==> config.mk <==
export PLATFORM = sky130hd
export DESIGN_NAME = video_fetch_ctrl
export DESIGN_NICKNAME = d
export VERILOG_FILES = /design/src/rtl/video_fetch_ctrl.sv
export SDC_FILE = /design/constraint.sdc
export NUM_CORES = 1
export LEC_CHECK = 0
export ABC_AREA = 1
export CORE_ASPECT_RATIO = 0.7
export CORE_MARGIN = 2
export CORE_UTILIZATION = 55
export CTS_BUF_LIST = sky130_fd_sc_hd__clkbuf_4
export CTS_CLUSTER_DIAMETER = 100
export DETAILED_ROUTE_END_ITERATION = 8
export DONT_BUFFER_PORTS = 1
export PLACE_DENSITY = 0.73
export SLEW_MARGIN = 20
export SYNTH_ARGS = -nofsm -noshare
export SYNTH_HDL_FRONTEND = slang
export SYNTH_SLANG_ARGS = --single-unit
==> constraint.sdc <==
create_clock -name clk -period 3.4 [get_ports clk]
set_clock_uncertainty 0.2 [all_clocks]
set_input_delay 0.68 -clock clk [delete_from_list [all_inputs] [get_ports clk]]
set_output_delay 0.68 -clock clk [all_outputs]
set_load 0.005 [all_outputs]
==> src/rtl/video_fetch_ctrl.sv <==
// rtl/video_fetch_ctrl.sv - framebuffer fetch scheduler feeding a show-ahead pixel word FIFO
module video_fetch_ctrl #(
  parameter int C_addr_bits   = 30,
  parameter int C_fifo_bits   = 4,
  parameter int C_burst       = 4,
  parameter int C_line_words  = 80,
  parameter int C_frame_words = 38400
) (
  input  logic                   clk,
  input  logic                   resetn,
  input  logic                   enable,
  input  logic [C_addr_bits-1:0] base_addr,
  input  logic                   vsync,
  input  logic                   line_repeat,
  input  logic                   fetch_next,
  output logic [7:0]             red_byte,
  output logic [7:0]             green_byte,
  output logic [7:0]             blue_byte,
  output logic [7:0]             bright_byte,
  output logic [C_addr_bits-1:0] mem_addr,
  output logic                   mem_strobe,
  input  logic                   mem_ack,
  input  logic [31:0]            mem_data,
  output logic                   underflow
);

  localparam int DEPTH = 1 << C_fifo_bits;
  localparam int FW    = $clog2(C_frame_words + 1);
  localparam int LW    = $clog2(C_line_words);
  localparam int BW    = $clog2(C_burst + 1);
  localparam logic [C_addr_bits-1:0] ADDR_ONE = 1;
  localparam logic [C_fifo_bits:0]   DEPTH_W  = (C_fifo_bits+1)'(DEPTH);
  localparam logic [C_fifo_bits:0]   BURST_W  = (C_fifo_bits+1)'(C_burst);

  typedef enum logic [1:0] {S_IDLE, S_REQ, S_DONE} state_t;

  state_t                 state;
  logic [31:0]            fifo_mem [DEPTH];
  logic [C_fifo_bits-1:0] wr_ptr, rd_ptr;
  logic [C_fifo_bits:0]   count;
  logic [C_addr_bits-1:0] fetch_addr, line_start;
  logic [FW-1:0]          frame_cnt;
  logic [LW-1:0]          line_cnt;
  logic [BW-1:0]          burst_cnt;
  logic                   flush;
  logic                   vsync_q, vsync_q2, lrep_q, lrep_q2;

  logic                   frame_evt, rewind_evt, flush_now;
  logic                   accept, push, pop, fifo_empty;
  logic [C_fifo_bits:0]   free_slots;
  logic [C_addr_bits-1:0] next_addr;
  logic [31:0]            head;

  // vsync outranks line_repeat when both edges land together
  assign frame_evt  = vsync_q & ~vsync_q2;
  assign rewind_evt = lrep_q & ~lrep_q2 & ~frame_evt;
  assign flush_now  = frame_evt | rewind_evt;

  assign fifo_empty = (count == '0);
  assign free_slots = DEPTH_W - count;
  assign next_addr  = fetch_addr + ADDR_ONE;

  // An ack that races a flush, or arrives while one is pending, is dropped
  assign accept = (state == S_REQ) & mem_ack & ~flush & ~flush_now;
  assign push   = accept;
  assign pop    = fetch_next & ~fifo_empty & ~flush_now;

  assign head        = fifo_mem[rd_ptr];
  assign red_byte    = fifo_empty ? 8'd0 : head[7:0];
  assign green_byte  = fifo_empty ? 8'd0 : head[15:8];
  assign blue_byte   = fifo_empty ? 8'd0 : head[23:16];
  assign bright_byte = fifo_empty ? 8'd0 : head[31:24];

  always_ff @(posedge clk) begin
    if (push) fifo_mem[wr_ptr] <= mem_data;
  end

  always_ff @(posedge clk) begin
    if (!resetn || flush_now) begin
      wr_ptr <= '0;
      rd_ptr <= '0;
      count  <= '0;
    end else begin
      if (push) wr_ptr <= wr_ptr + 1'b1;
      if (pop)  rd_ptr <= rd_ptr + 1'b1;
      case ({push, pop})
        2'b10:   count <= count + 1'b1;
        2'b01:   count <= count - 1'b1;
        default: count <= count;
      endcase
    end
  end

  always_ff @(posedge clk) begin
    if (!resetn) begin
      state      <= S_IDLE;
      mem_strobe <= 1'b0;
      mem_addr   <= '0;
      fetch_addr <= base_addr;
      line_start <= base_addr;
      frame_cnt  <= '0;
      line_cnt   <= '0;
      burst_cnt  <= '0;
      flush      <= 1'b0;
      underflow  <= 1'b0;
      vsync_q    <= 1'b0;
      vsync_q2   <= 1'b0;
      lrep_q     <= 1'b0;
      lrep_q2    <= 1'b0;
    end else begin
      vsync_q  <= vsync;
      vsync_q2 <= vsync_q;
      lrep_q   <= line_repeat;
      lrep_q2  <= lrep_q;

      if (fetch_next && fifo_empty && !flush_now) underflow <= 1'b1;

      if (frame_evt) begin
        fetch_addr <= base_addr;
        line_start <= base_addr;
        frame_cnt  <= '0;
        line_cnt   <= '0;
      end else if (rewind_evt) begin
        fetch_addr <= line_start;
        frame_cnt  <= frame_cnt - FW'(line_cnt);
        line_cnt   <= '0;
      end else if (accept) begin
        fetch_addr <= next_addr;
        frame_cnt  <= frame_cnt + 1'b1;
        if (line_cnt == LW'(C_line_words - 1)) begin
          line_cnt   <= '0;
          line_start <= next_addr;
        end else begin
          line_cnt <= line_cnt + 1'b1;
        end
      end

      case (state)
        S_IDLE: begin
          // Hold off one cycle on a flush so the request uses the rewound address
          if (flush_now) begin
            state <= S_IDLE;
          end else if (frame_cnt == FW'(C_frame_words)) begin
            state <= S_DONE;
          end else if (enable && free_slots >= BURST_W) begin
            state      <= S_REQ;
            mem_strobe <= 1'b1;
            mem_addr   <= fetch_addr;
            burst_cnt  <= '0;
          end
        end
        S_REQ: begin
          if (mem_ack) begin
            if (flush || flush_now) begin
              state      <= S_IDLE;
              mem_strobe <= 1'b0;
              flush      <= 1'b0;
            end else if (burst_cnt == BW'(C_burst - 1) || !enable ||
                         frame_cnt == FW'(C_frame_words - 1)) begin
              state      <= S_IDLE;
              mem_strobe <= 1'b0;
            end else begin
              burst_cnt <= burst_cnt + 1'b1;
              mem_addr  <= next_addr;
            end
          end else if (flush_now) begin
            flush <= 1'b1;
          end
        end
        S_DONE: begin
          mem_strobe <= 1'b0;
          if (frame_evt) state <= S_IDLE;
        end
        default: begin
          state      <= S_IDLE;
          mem_strobe <= 1'b0;
        end
      endcase
    end
  end

endmodule

==> impl_metrics.tcl <==
set metrics [dict create \
    status "finished, violations left" \
    violations "setup timing" \
    peakVddDrop_mv 0.377 \
    final_cell_mix "572 x edfxtp_1, 368 x nor2_1, 292 x nand2_1" \
    synth-main-ff-cell "edfxtp_1" \
    yosysSeqAreaShare_pct 67.2 \
    synth_top_area_share_pct 61.4 \
    viasPerCell 6.30 \
    core_um2 50500 \
    postSynthAreaPerCell_um2 11.1 \
    start_kind "flip-flop" \
    filler_cell_count 3556 \
    yosysUniqueCellTypes 46 \
    grt_use_met3_pct 8.54 \
    synth_compound_area_share_pct 13.9 \
    cts_buffer_depth 3 \
    finalNetCount 2822 \
    dr.pass1.iters 6 \
    finalCriticalPeriod_ns 3.47 \
    path_class "flip-flop to output pin" \
    synth_cells 2520 \
    critical_path_arrival_ns 2.59 \
    grt_usage_pct 29.9 \
    synth_top_area_cell "edfxtp_1" \
    crit_required_ns 2.52 \
    h-tree-depth 4 \
    drive_gt1_share_pct 19.1 \
    clockRootBuffer "clkbuf_4" \
    syn_area_um2 28000 \
    grt_use_met1_pct 43.3 \
    die_area_um2 52700 \
    synthMuxAreaShare_pct 0 \
    rsz0062_at_grt "yes" \
    slowest_delay_ns 0.38 \
    numPortBuffers 0 \
    wl_um 85300 \
    io_pins 133 \
    cts_buffers 152 \
    critPathMaxFanout 21 \
    tightest_slew_ns 0.739 \
    synth_edf_count 572 \
    finalCritPeriodShare_pct 102 \
    slew_viol_final 0 \
    tritoncts "yes" \
    row_count 69 \
    fmax_ghz 0.288 \
    hold_viol_final 0 \
    power_uw 17100 \
    max-cap-violations 0 \
    min_path_type "input port to flip-flop" \
    fp.dieH_um 193 \
    clk_latency_ns 0.89 \
    clock_sinks 654 \
    first_global_vias 20700 \
    antenna_found_initial 6 \
    gp_congestion 0.943 \
    synthXorXnorAreaFrac_pct 1.03 \
    drt_iter0_markers 3566 \
    place_ws_ns 0.573 \
    synth_top_family_by_area "compound AO/OA/AOI/OAI gates" \
    p_leak_uw 0.0121 \
    fp.dieW_um 274 \
    placed_area_um2 29200 \
    floorplan.initialDensity_pct 55.4 \
    setup_viol 5 \
    overflow 0 \
    yosysWarnings 0 \
    num_vias 22200 \
    grt_pass1_wl_um 120000 \
    crit_path_cell_trace "buf_12 > clkinv_16 > buf_16 > o21ai_0 > o221ai_1 > o211ai_1 > a21oi_2 > buf_4" \
    dpl.hpwl_um 42800 \
    grt.busiest_layer "met2" \
    detail-route-antenna-nets 0 \
    slew_headroom_pct 50.6 \
    ys_async_sr_fraction_pct 0 \
    synthTopCellsByArea "edfxtp_1 61%, dfxtp_1 5.9%, nor2_1 5.4%" \
    drc 0 \
    layout_commonest_cell "edfxtp_1" \
    worst_slack_ns -0.0721 \
    syn2layout_area_growth_pct 20.5 \
    grt_start_max_net_pins 90 \
    synth_seq_cells 654 \
    synthSimpleGateAreaFrac_pct 12.8 \
    syn_nets 2609 \
    clkTransAtPathRegs_ns 0.07 \
    power.density_nw_per_um2 507 \
    synth_adder_area_share_pct 0.921 \
    wire_per_inst_um 24.2 \
    slowest_stage "dfxtp_4" \
    met2_usage_pct 43.8 \
    fin_area_um2 33700 \
    worstSetupEndpointType "output pin" \
]
-- where the power goes --
group          switching [uW]  internal, uW  total (uW)  leakage [uW]
Sequential                176          8940        9120       0.00588
Clock                    3160          3050        6210       0.00112
Combinational            1160           598        1760       0.00508
Total                    4500         12600       17100        0.0121
-- critical path: cells and delay by family (launching register included) --
kind,cells,cell delay (ns)
AO/OA/AOI/OAI,4,0.75
buffers and inverters,4,0.56
flip-flops,1,0.38
-- cells by family (layout without fill, tap and decap cells) --
logic type | after synthesis | count (layout)
flops | 654 | 654
simple gates | 864 | 864
other cells | 0 | 5
buf+inv | 305 | 628
fa+ha+maj | 20 | 20
xor+xnor | 33 | 33
compound gates | 644 | 644
-- layer usage --
metal,up-vias,wire length (um)
li1,9666,-
met1,10600,33900
met2,1685,37200
met3,230,11800
met4,4,2350
met5,-,23
-- Yosys cell counts, types with 11 or more instances --
master	n
inv_2	21
nand3_1	97
o21ai_1	31
buf_1	11
nor2_1	404
o21ai_0	303
o211ai_1	53
a221oi_1	20
o22ai_1	43
nor3_1	14
dfxtp_1	82
nand2_1	292
inv_1	127
edfxtp_1	572
xor2_1	28
nand4_1	15
o221ai_1	86
ha_1	19
buf_2	15
clkbuf_1	129
a21oi_1	80
-- final cells by class --
type                    count  area [um^2]  share of cell area [%]
flip-flops and latches    654        18800                    55.8
multi-input cells        1561         8590                    25.5
repair buffers            210         2910                    8.63
clock buffers             220         1650                    4.90
well taps                 674          843                    2.50
inverters                 150          609                    1.81
clock inverters            44          221                   0.657
repair inverters            4         51.3                   0.152
diodes                      5         12.5                  0.0371
-- path summary, 6_finish.rpt --
| check | to | depth (start not counted) | start | slack (ns) |
|---|---|---|---|---|
| worst min register to register | vsync_q2$_SDFF_PN0_ | 2 | vsync_q$_SDFF_PN0_ | 0.27 |
| worst max register to register | mem_addr[3]$_SDFFE_PN0P_ | 11 | frame_cnt[10]$_SDFFE_PP0P_ | 0.58 |
| worst max-delay path | bright_byte[7] | 8 | flip-flop | -0.07 |
| worst min-delay path | mem_strobe$_SDFFE_PN0P_ | 5 | enable | 0.08 |
-- sequential cells by signal, summed over array words and instances (netlist names), named ones only --
name,cells
flush,1
fifo_mem,512
wr_ptr,4
fetch_addr,30
vsync_q2,1
count,5
underflow,1
line_cnt,7
line_start,30
state,2
mem_strobe,1
rd_ptr,4
lrep_q,1
vsync_q,1
frame_cnt,16
lrep_q2,1
mem_addr,30
burst_cnt,3
-- per-stage QoR --
stage | instances | util [%] | hold slack [ns] | TNS [ns]
2_1_floorplan | 2520 | - | 0.230 | 0
5_1_grt | 3521 | 66.8 | 0.0505 | -2.45
4_1_cts | 3486 | 64.8 | 0.00834 | -0.286
3_5_place_dp | 3118 | 57.7 | 0.254 | 0
6_report | 3522 | 66.8 | 0.0809 | -0.199
3_3_place_gp | 3118 | 57.7 | 0.246 | 0
-- timing repair --
item                                   CTS  global route
cloned                                  20            22
setup endpoints to repair               32            32
resized for setup                       79           192
setup buffers                           15            11
endpoints found under the hold margin  626             0
hold buffers                            69             0
pin swaps                               13            83
Note: power is estimated with default switching activity, not from simulation.
